`config.mk`:
```
export PLATFORM = sky130hd
export DESIGN_NAME = man_result_mux
export DESIGN_NICKNAME = d
export VERILOG_FILES = /design/src/rtl/man_result_mux.sv
export SDC_FILE = /design/constraint.sdc
export NUM_CORES = 1
export LEC_CHECK = 0
export BUFFER_PORTS_ARGS = -buffer_cell sky130_fd_sc_hd__buf_2
export CAP_MARGIN = 25
export CELL_PAD_IN_SITES_DETAIL_PLACEMENT = 1
export CELL_PAD_IN_SITES_GLOBAL_PLACEMENT = 1
export CORE_AREA = 2 2 104 106
export CTS_CLUSTER_SIZE = 8
export DETAILED_ROUTE_END_ITERATION = 7
export DIE_AREA = 0 0 106 108
export PLACE_DENSITY = 0.78
export SLEW_MARGIN = 30
export SYNTH_ARGS = -nofsm -noshare
export SYNTH_HDL_FRONTEND = slang
export SYNTH_SLANG_ARGS = --single-unit
```
`constraint.sdc`:
```
create_clock -name clk -period 2.6 [get_ports clk]
set_clock_uncertainty 0.1 [all_clocks]
set_input_delay 0.26 -clock clk [delete_from_list [all_inputs] [get_ports clk]]
set_output_delay 0.26 -clock clk [all_outputs]
set_load 0.01 [all_outputs]
```
`src/rtl/man_result_mux.sv`:
```
// Round-robin merge of NE engine results into one registered output with frame pixel count.
// Latency 1 cycle in->out; a stalled output (out_rdy low) drops all in_rdy. Optional macro: MAN_RESULT_MUX_STATS_EN.
module man_result_mux #(
  parameter int NE   = 4,
  parameter int AW   = 19,
  parameter int DW   = 8,
  parameter int NPIX = 480000,
  localparam int PCW = $clog2(NPIX + 1),
  localparam int SW  = (NE > 1) ? $clog2(NE) : 1
) (
  input  logic             clk,
  input  logic             clk_en,
  input  logic             rst,
  input  logic             init,
  input  logic [NE-1:0]    in_vld,
  output logic [NE-1:0]    in_rdy,
  input  logic [NE*DW-1:0] in_dat,
  input  logic [NE*AW-1:0] in_adr,
  output logic             out_vld,
  input  logic             out_rdy,
  output logic [DW-1:0]    out_dat,
  output logic [AW-1:0]    out_adr,
  output logic [SW-1:0]    out_src,
  output logic [PCW-1:0]   pix_cnt,
  output logic             done,
  output logic [15:0]      stall_cnt
);

  localparam logic [PCW-1:0] NPIX_C = PCW'(NPIX);

  logic           out_vld_q, out_vld_d;
  logic [DW-1:0]  out_dat_q, out_dat_d;
  logic [AW-1:0]  out_adr_q, out_adr_d;
  logic [SW-1:0]  out_src_q, out_src_d;
  logic [SW-1:0]  ptr_q, ptr_d;
  logic [PCW-1:0] pix_cnt_q, pix_cnt_d;
  logic           done_q, done_d;

  logic           gnt_found;
  logic [SW-1:0]  gnt_idx;
  logic           load_ok, in_xfer, out_xfer;

  // First valid channel at or above ptr, wrapping.
  always_comb begin
    gnt_found = 1'b0;
    gnt_idx   = '0;
    for (int k = 0; k < NE; k++) begin
      if (!gnt_found && in_vld[(int'(ptr_q) + k) % NE]) begin
        gnt_found = 1'b1;
        gnt_idx   = SW'((int'(ptr_q) + k) % NE);
      end
    end
  end

  assign load_ok  = !out_vld_q || out_rdy;
  assign in_xfer  = clk_en && !rst && load_ok && gnt_found;
  assign out_xfer = clk_en && out_vld_q && out_rdy;

  always_comb begin
    in_rdy = '0;
    if (in_xfer) in_rdy[gnt_idx] = 1'b1;
  end

  always_comb begin
    out_vld_d = out_vld_q;
    out_dat_d = out_dat_q;
    out_adr_d = out_adr_q;
    out_src_d = out_src_q;
    ptr_d     = ptr_q;
    pix_cnt_d = pix_cnt_q;
    done_d    = done_q;
    if (in_xfer) begin
      out_vld_d = 1'b1;
      out_dat_d = in_dat[int'(gnt_idx)*DW +: DW];
      out_adr_d = in_adr[int'(gnt_idx)*AW +: AW];
      out_src_d = gnt_idx;
      ptr_d     = (gnt_idx == SW'(NE - 1)) ? '0 : gnt_idx + SW'(1);
    end else if (out_xfer) begin
      out_vld_d = 1'b0;
    end
    // init wins over a coincident output transfer: that result leaves uncounted.
    if (clk_en) begin
      if (init) begin
        pix_cnt_d = '0;
        done_d    = 1'b0;
      end else if (out_xfer && pix_cnt_q != NPIX_C) begin
        pix_cnt_d = pix_cnt_q + PCW'(1);
        if (pix_cnt_q == NPIX_C - PCW'(1)) done_d = 1'b1;
      end
    end
  end

  always_ff @(posedge clk) begin
    if (rst) begin
      out_vld_q <= 1'b0;
      out_dat_q <= '0;
      out_adr_q <= '0;
      out_src_q <= '0;
      ptr_q     <= '0;
      pix_cnt_q <= '0;
      done_q    <= 1'b0;
    end else begin
      out_vld_q <= out_vld_d;
      out_dat_q <= out_dat_d;
      out_adr_q <= out_adr_d;
      out_src_q <= out_src_d;
      ptr_q     <= ptr_d;
      pix_cnt_q <= pix_cnt_d;
      done_q    <= done_d;
    end
  end

`ifdef MAN_RESULT_MUX_STATS_EN
  logic [15:0] stall_cnt_q, stall_cnt_d;

  always_comb begin
    stall_cnt_d = stall_cnt_q;
    if (clk_en) begin
      if (init) stall_cnt_d = '0;
      else if (out_vld_q && !out_rdy && stall_cnt_q != 16'hFFFF) stall_cnt_d = stall_cnt_q + 16'd1;
    end
  end

  always_ff @(posedge clk) begin
    if (rst) stall_cnt_q <= '0;
    else     stall_cnt_q <= stall_cnt_d;
  end

  assign stall_cnt = stall_cnt_q;
`else
  assign stall_cnt = 16'd0;
`endif

  assign out_vld = out_vld_q;
  assign out_dat = out_dat_q;
  assign out_adr = out_adr_q;
  assign out_src = out_src_q;
  assign pix_cnt = pix_cnt_q;
  assign done    = done_q;

endmodule
```
Word level (Yosys, flattened, before mapping)

Cells that the tools add are included.

Register bits: 52
Bits of input ports: 117
Output and inout port bits: 70
Logic and storage cells: 81

Add/subtract/negate cells: 5
Multipliers: 1
Order comparisons: 6
Equality and inequality tests: 3
Shift-type cells: 2
Mux-type cells: 30
Bitwise operators: 3
Reductions and logical operators: 24

Operators by type and width:

| kind                                                       | number |
|---|---|
| variable part select 76 x 8 -> 19 bit                      | 1 |
| two-way mux 19 bit                                         | 2 |
| variable part select 32 x 6 -> 8 bit                       | 1 |
| adder 19 x 1 -> 19 bit, second input constant              | 1 |
| equality test 19 bit, second input constant                | 1 |
| != test 19 bit, second input constant                      | 1 |
| two-way mux 1 bit                                          | 17 |
| less-than comparator 3 x 4 -> 1 bit, second input constant | 3 |
| logical AND 1 bit                                          | 10 |
| two-way mux 2 bit                                          | 5 |
| binary-select mux 1 bit (select 2 bit)                     | 4 |
| multiplier 2 x 5 -> 7 bit, second input constant           | 1 |
| less-than comparator 2 x 3 -> 1 bit, second input constant | 2 |
| nonzero test 2 bit                                         | 3 |
| OR reduction 2 bit                                         | 3 |
| logical NOT 1 bit                                          | 5 |
| adder 2 x 1 -> 2 bit, second input constant                | 2 |
| adder 2 bit, second input constant                         | 2 |
| two-way mux 4 bit                                          | 1 |
| bitwise AND 1 bit, first input constant                    | 3 |
| AND reduction 3 bit                                        | 1 |
| demux 1 bit (select 2 bit)                                 | 1 |
| equality test 2 bit, second input constant                 | 1 |
| >= comparator 2 x 1 -> 1 bit, second input constant        | 1 |
| 2 further kinds                                            | 2 |

Depth between registers and ports, before layout

Depth after elaboration: 19
Mapped depth: 8
Gate-level depth less buffers: 7

Worst setup path before layout

Ideal clock, no wire load.

Path kind: flip-flop to flip-flop
From: register ptr_q[1]
To: register ptr_q[0]
Setup time: 70 ps
Data arrival time: 1,994 ps
Data required time: 2,430 ps
Setup slack: 436 ps
Cell stages (with the launch flop): 9
Buffers on the path: 1
Period minus slack after synthesis: 2,164 ps
Cell sequence: dfxtp_1 -> nand2_1 -> a221oi_1 -> or2_1 -> inv_2 -> buf_6 -> ha_1 -> or3_1 -> a21oi_1

Longest elaborated chain between the ends: 14
Elaborated cells on any way between the ends: 32
Those cells by class: 4 x add/sub; 1 x eq/ne; 20 x mux; 7 x reduce/logical

Ends and longest elaborated chain:

| item                                                                           | line   | RTL |
|---|---|---|
| start, declared                                                                | 35     | `logic [SW-1:0] ptr_q, ptr_d;` |
| start signal, assigned                                                         | 107    | `ptr_q <= ptr_d;` |
| adder 2 x 1 -> 2 bit or binary-select mux 1 bit (select 2 bit) (tied branches) | 48, 50 |  |
| binary-select mux 1 bit (select 2 bit) or two-way mux 1 bit (tied branches)    | 48     | `if (!gnt_found && in_vld[(int'(ptr_q) + k) % NE]) begin` |
| two-way mux 1 bit (implied by the code)                                        | 48     |  |
| two-way mux 1 bit (implied by the code) or logical NOT 1 bit (tied branches)   | 48     |  |
| logical AND 1 bit                                                              | 48     |  |
| two-way mux 1 bit                                                              | 48     |  |
| logical NOT 1 bit                                                              | 48     |  |
| logical AND 1 bit                                                              | 48     |  |
| two-way mux 1 bit                                                              | 48     |  |
| logical NOT 1 bit                                                              | 48     |  |
| logical AND 1 bit                                                              | 48     |  |
| two-way mux 2 bit                                                              | 48     |  |
| adder 2 x 1 -> 2 bit or equality test 2 bit (tied branches)                    | 77     | `ptr_d = (gnt_idx == SW'(NE - 1)) ? '0 : gnt_idx + SW'(1);` |
| two-way mux 2 bit                                                              | 77     |  |

Parallel ways exist; a longest one is shown, timed or not. The select of a mux whose other input is x is not followed.
A chain may end at the register's enable or synchronous reset.

Worst setup path after layout

From: register ptr_q[1]
To: output port in_rdy[3]

Longest elaborated chain between the ends: 17
Elaborated cells on any way between the ends: 35
Those cells by class: 3 x add/sub; 2 x order compare; 22 x mux; 8 x reduce/logical

Ends and longest elaborated chain:

| item                                                                                                      | line   | RTL |
|---|---|---|
| adder 2 x 1 -> 2 bit or binary-select mux 1 bit (select 2 bit) (tied branches)                            | 48, 50 |  |
| binary-select mux 1 bit (select 2 bit) or two-way mux 1 bit (tied branches)                               | 48     |  |
| two-way mux 1 bit (implied by the code)                                                                   | 48     |  |
| two-way mux 1 bit (implied by the code) or logical NOT 1 bit (tied branches)                              | 48     |  |
| logical AND 1 bit                                                                                         | 48     |  |
| two-way mux 1 bit                                                                                         | 48     |  |
| logical NOT 1 bit                                                                                         | 48     |  |
| logical AND 1 bit                                                                                         | 48     |  |
| two-way mux 1 bit                                                                                         | 48     |  |
| logical NOT 1 bit                                                                                         | 48     |  |
| logical AND 1 bit                                                                                         | 48     |  |
| two-way mux 2 bit                                                                                         | 48     |  |
| less-than comparator 2 x 3 -> 1 bit (implied by the code) or >= comparator 2 x 1 -> 1 bit (tied branches) | 61     | `if (in_xfer) in_rdy[gnt_idx] = 1'b1;` |
| logical AND 1 bit (implied by the code)                                                                   | 61     |  |
| two-way mux 1 bit (implied by the code)                                                                   | 61     |  |
| demux 1 bit (select 2 bit)                                                                                | 61     |  |
| two-way mux 4 bit (*)                                                                                     | 61     |  |
| end, declared                                                                                             | 16     | `output logic [NE-1:0] in_rdy,` |

Every way passes the cells marked *; elsewhere a longest branch is shown, timed or not. The select of a mux whose other input is x is not followed.

==> out/metrics.yaml <==
logic_synthesis:
  synthTopCellsByArea: "dfxtp_1, mux2i_1, a32oi_1"
  synth_edf_count: 0
  yosysTopAreaCellShare_pct: 34.18
  yosysWarnings: 0
  ys_seq_area_share_pct: 34.18
  yosysTopAreaCell: "dfxtp_1"
  synth_area_um2: 3045
  ys_types: 48
  synthFlopType: "dfxtp_1"
  syn_avg_cell_area_um2: 9.118
  syn_inst: 334
  synth_common_cells: "dfxtp_1, nand3_1, mux2i_1"
  synth_most_common_cell: "dfxtp_1"
  async_flop_share_pct: 0
  ys_ff_latch: 52
flow_run:
  drv_cap: 0
die:
  initial_core_util_pct: 29.77
  die_w_um: 106
  die-area_um2: 11450
  core_um2: 10230
  die_h_um: 108
  io_pins: 187
  rows: 37
route:
  vias_per_cell: 5.141
  drt_iter0_drc: 81
  ant_nets: 0
  finalWirelength_um: 10300
  route.vias.total: 3249
  wl_per_cell_um: 16.30
  first_pass_iters: 4
  post-route-drc-count: 0
layout:
  final_util_pct: 39.32
  drive_above_1_share_pct: 39.72
  nFillCells: 1249
  nNetsFinal: 615
  register_area_um2: 1041
  antenna_cells: 0
  area_growth_pct: 32.09
  multi_input_area_um2: 1753
  design_area_um2: 4023
timing:
  rsz0062_at_grt: "no"
  finalHoldViolations: 0
  relSlewSlack_pct: 52.95
  setup_tns_ps: 0
  finalMaxSlewViolations: 0
  period_share_pct: 91.41
  worst_pin_slew_ps: 705.7
  finalCriticalPeriod_ps: 2377
  max_freq_ghz: 0.4208
  setup_viol: 0
critical_path:
  r2r_cells: 6
  cp.arrival_ps: 2020
  required_ps: 2240
  crit_fanout: 6
  worst-setup-path-type: "flip-flop to output port"
  cp-end-kind: "output port"
  crit_cells: 6
  cp_slowest_cell: "dfxtp_1"
  crit_path_frequent_cell: "and2_1"
  crit_chain: "mux2i_1, o22a_1, and2_1, ha_1, and2_1, buf_2"
  slowest_delay_ps: 460
  critPathLaunchType: "flip-flop"
  crit_family: "flip-flops"
  crit_buf_inv: 1
placed_design:
  dpl_cell_area_um2: 3919
  gp_congestion: 0.8480
  dp_hpwl_um: 8098
  io_buffers: 170
worst_hold_path:
  whs_path_depth: 3
  worst_hold_path_type: "input port to flip-flop"
global_routing:
  grt_use_met2_pct: 31.80
  use_met3_pct: 5.003
  grt_pass1_wl_um: 16130
  antenna_found_initial: 0
  grt.busiest_layer: "met2"
  grt_pass1_vias: 3386
  grtUsageMet1_pct: 19.82
  grt_max_degree: 30
  grt_usage_pct: 17.61
  grt-ovfl-total: 0
status:
  status: "complete, no violations"
power_and_ir_drop:
  p_leak_nw: 1.750
  vdd_drop_max_uv: 181.0
  powerDensity_nw_per_um2: 479.8
clock_network:
  clk-insertion-delay-late_ps: 310
  clock-sinks: 52
  clk_path_buf_depth: 2
  path_clk_slew_ps: 90
  cts_buffers: 5
  root_buffer: "clkbuf_8"
  htreeDepth: 2
  cts_tree: "yes"
==> tightest hold or removal path, delay by kind of cell <==
kind | cells | cell delay (ps)
AOI/OAI and AO/OA | 1 | 70
buffers and inverters | 1 | 70
and+or+nand+nor | 1 | 50
==> what timing repair did <==
item | CTS | global route
gates resized for setup | 0 | 3
hold buffers | 0 | 0
endpoints found under the setup margin | 0 | 4
hold endpoints to repair | 0 | 0
setup buffers | 0 | 0
==> final timing paths <==
kind	startpoint	endpoint	slack, ps
max reg2reg	ptr_q[1]	out_adr[14]	440
min	in_adr[2]	out_adr[2]	80
min reg2reg	done	done	380
max	ptr_q[1]	in_rdy[3]	220
==> state kept, by name, summed over array words and instances, names as in the netlist <==
register and flops:
out_adr 19, out_src 2, done 1, out_dat 8, pix_cnt 19, ptr_q 2
out_vld 1
==> stage by stage <==
stage          power (mW)  hold WS [ps]  setup slack, ps  instances
3_5_place_dp        1.461         359.7            232.2        624
2_1_floorplan       1.252         309.9            436.3        349
5_1_grt             2.042         75.49            40.06        632
6_report            1.930         78.86            223.4        632
4_1_cts             1.956         72.86            22.09        632
3_3_place_gp        1.440         346.5            296.5        623
==> cell usage in the layout (no fill, tap or decap), types with 2 or more instances in the layout <==
master      n
a21oi_1     7
a32oi_1    27
and2_1      3
and3_1      3
and4_1      3
buf_2     170
buf_4       7
clkbuf_1    2
clkbuf_8    6
conb_1     16
dfxtp_1    52
ha_1        3
inv_1       8
mux2i_1    30
nand2_1     9
nand2b_1    4
nand3_1    34
nand4_1     3
nand4b_1    2
nor2_1     24
nor3_1     10
nor4_1      3
nor4b_1     2
o211ai_1   27
or3_1       3
xnor2_1    14
xor2_1      2
==> logic make-up after synthesis <==
group	after synthesis	share of synthesized area, %
compound gates	71	19.56
xor+xnor	16	4.602
fa+ha+maj	3	1.233
buf+inv	49	10.56
flops	52	34.18
mux	30	9.860
other cells	1	0.1231
simple gates	112	19.89
==> where the power goes <==
group / leakage [nW] / switching, mW / internal [mW]
Combinational: 1.28 / 0.310 / 0.237
Sequential: 0.424 / 0.0402 / 0.859
Clock: 0.0455 / 0.266 / 0.218
Total: 1.75 / 0.617 / 1.31
==> layout make-up <==
type / instances / share of cell area [%]
Tap cell: 136 / 4.230
Inverter: 9 / 0.8398
Clock buffer: 8 / 2.240
Sequential cell: 52 / 25.88
Multi-Input combinational cell: 248 / 43.58
Timing Repair Buffer: 179 / 23.23
==> metal layers <==
metal,vias to the layer above,routed length (µm)
li1,1537,-
met3,23,876
met2,158,4944
met1,1531,4242
met4,0,235
met5,-,0
Power figures use the tool's default switching activity.
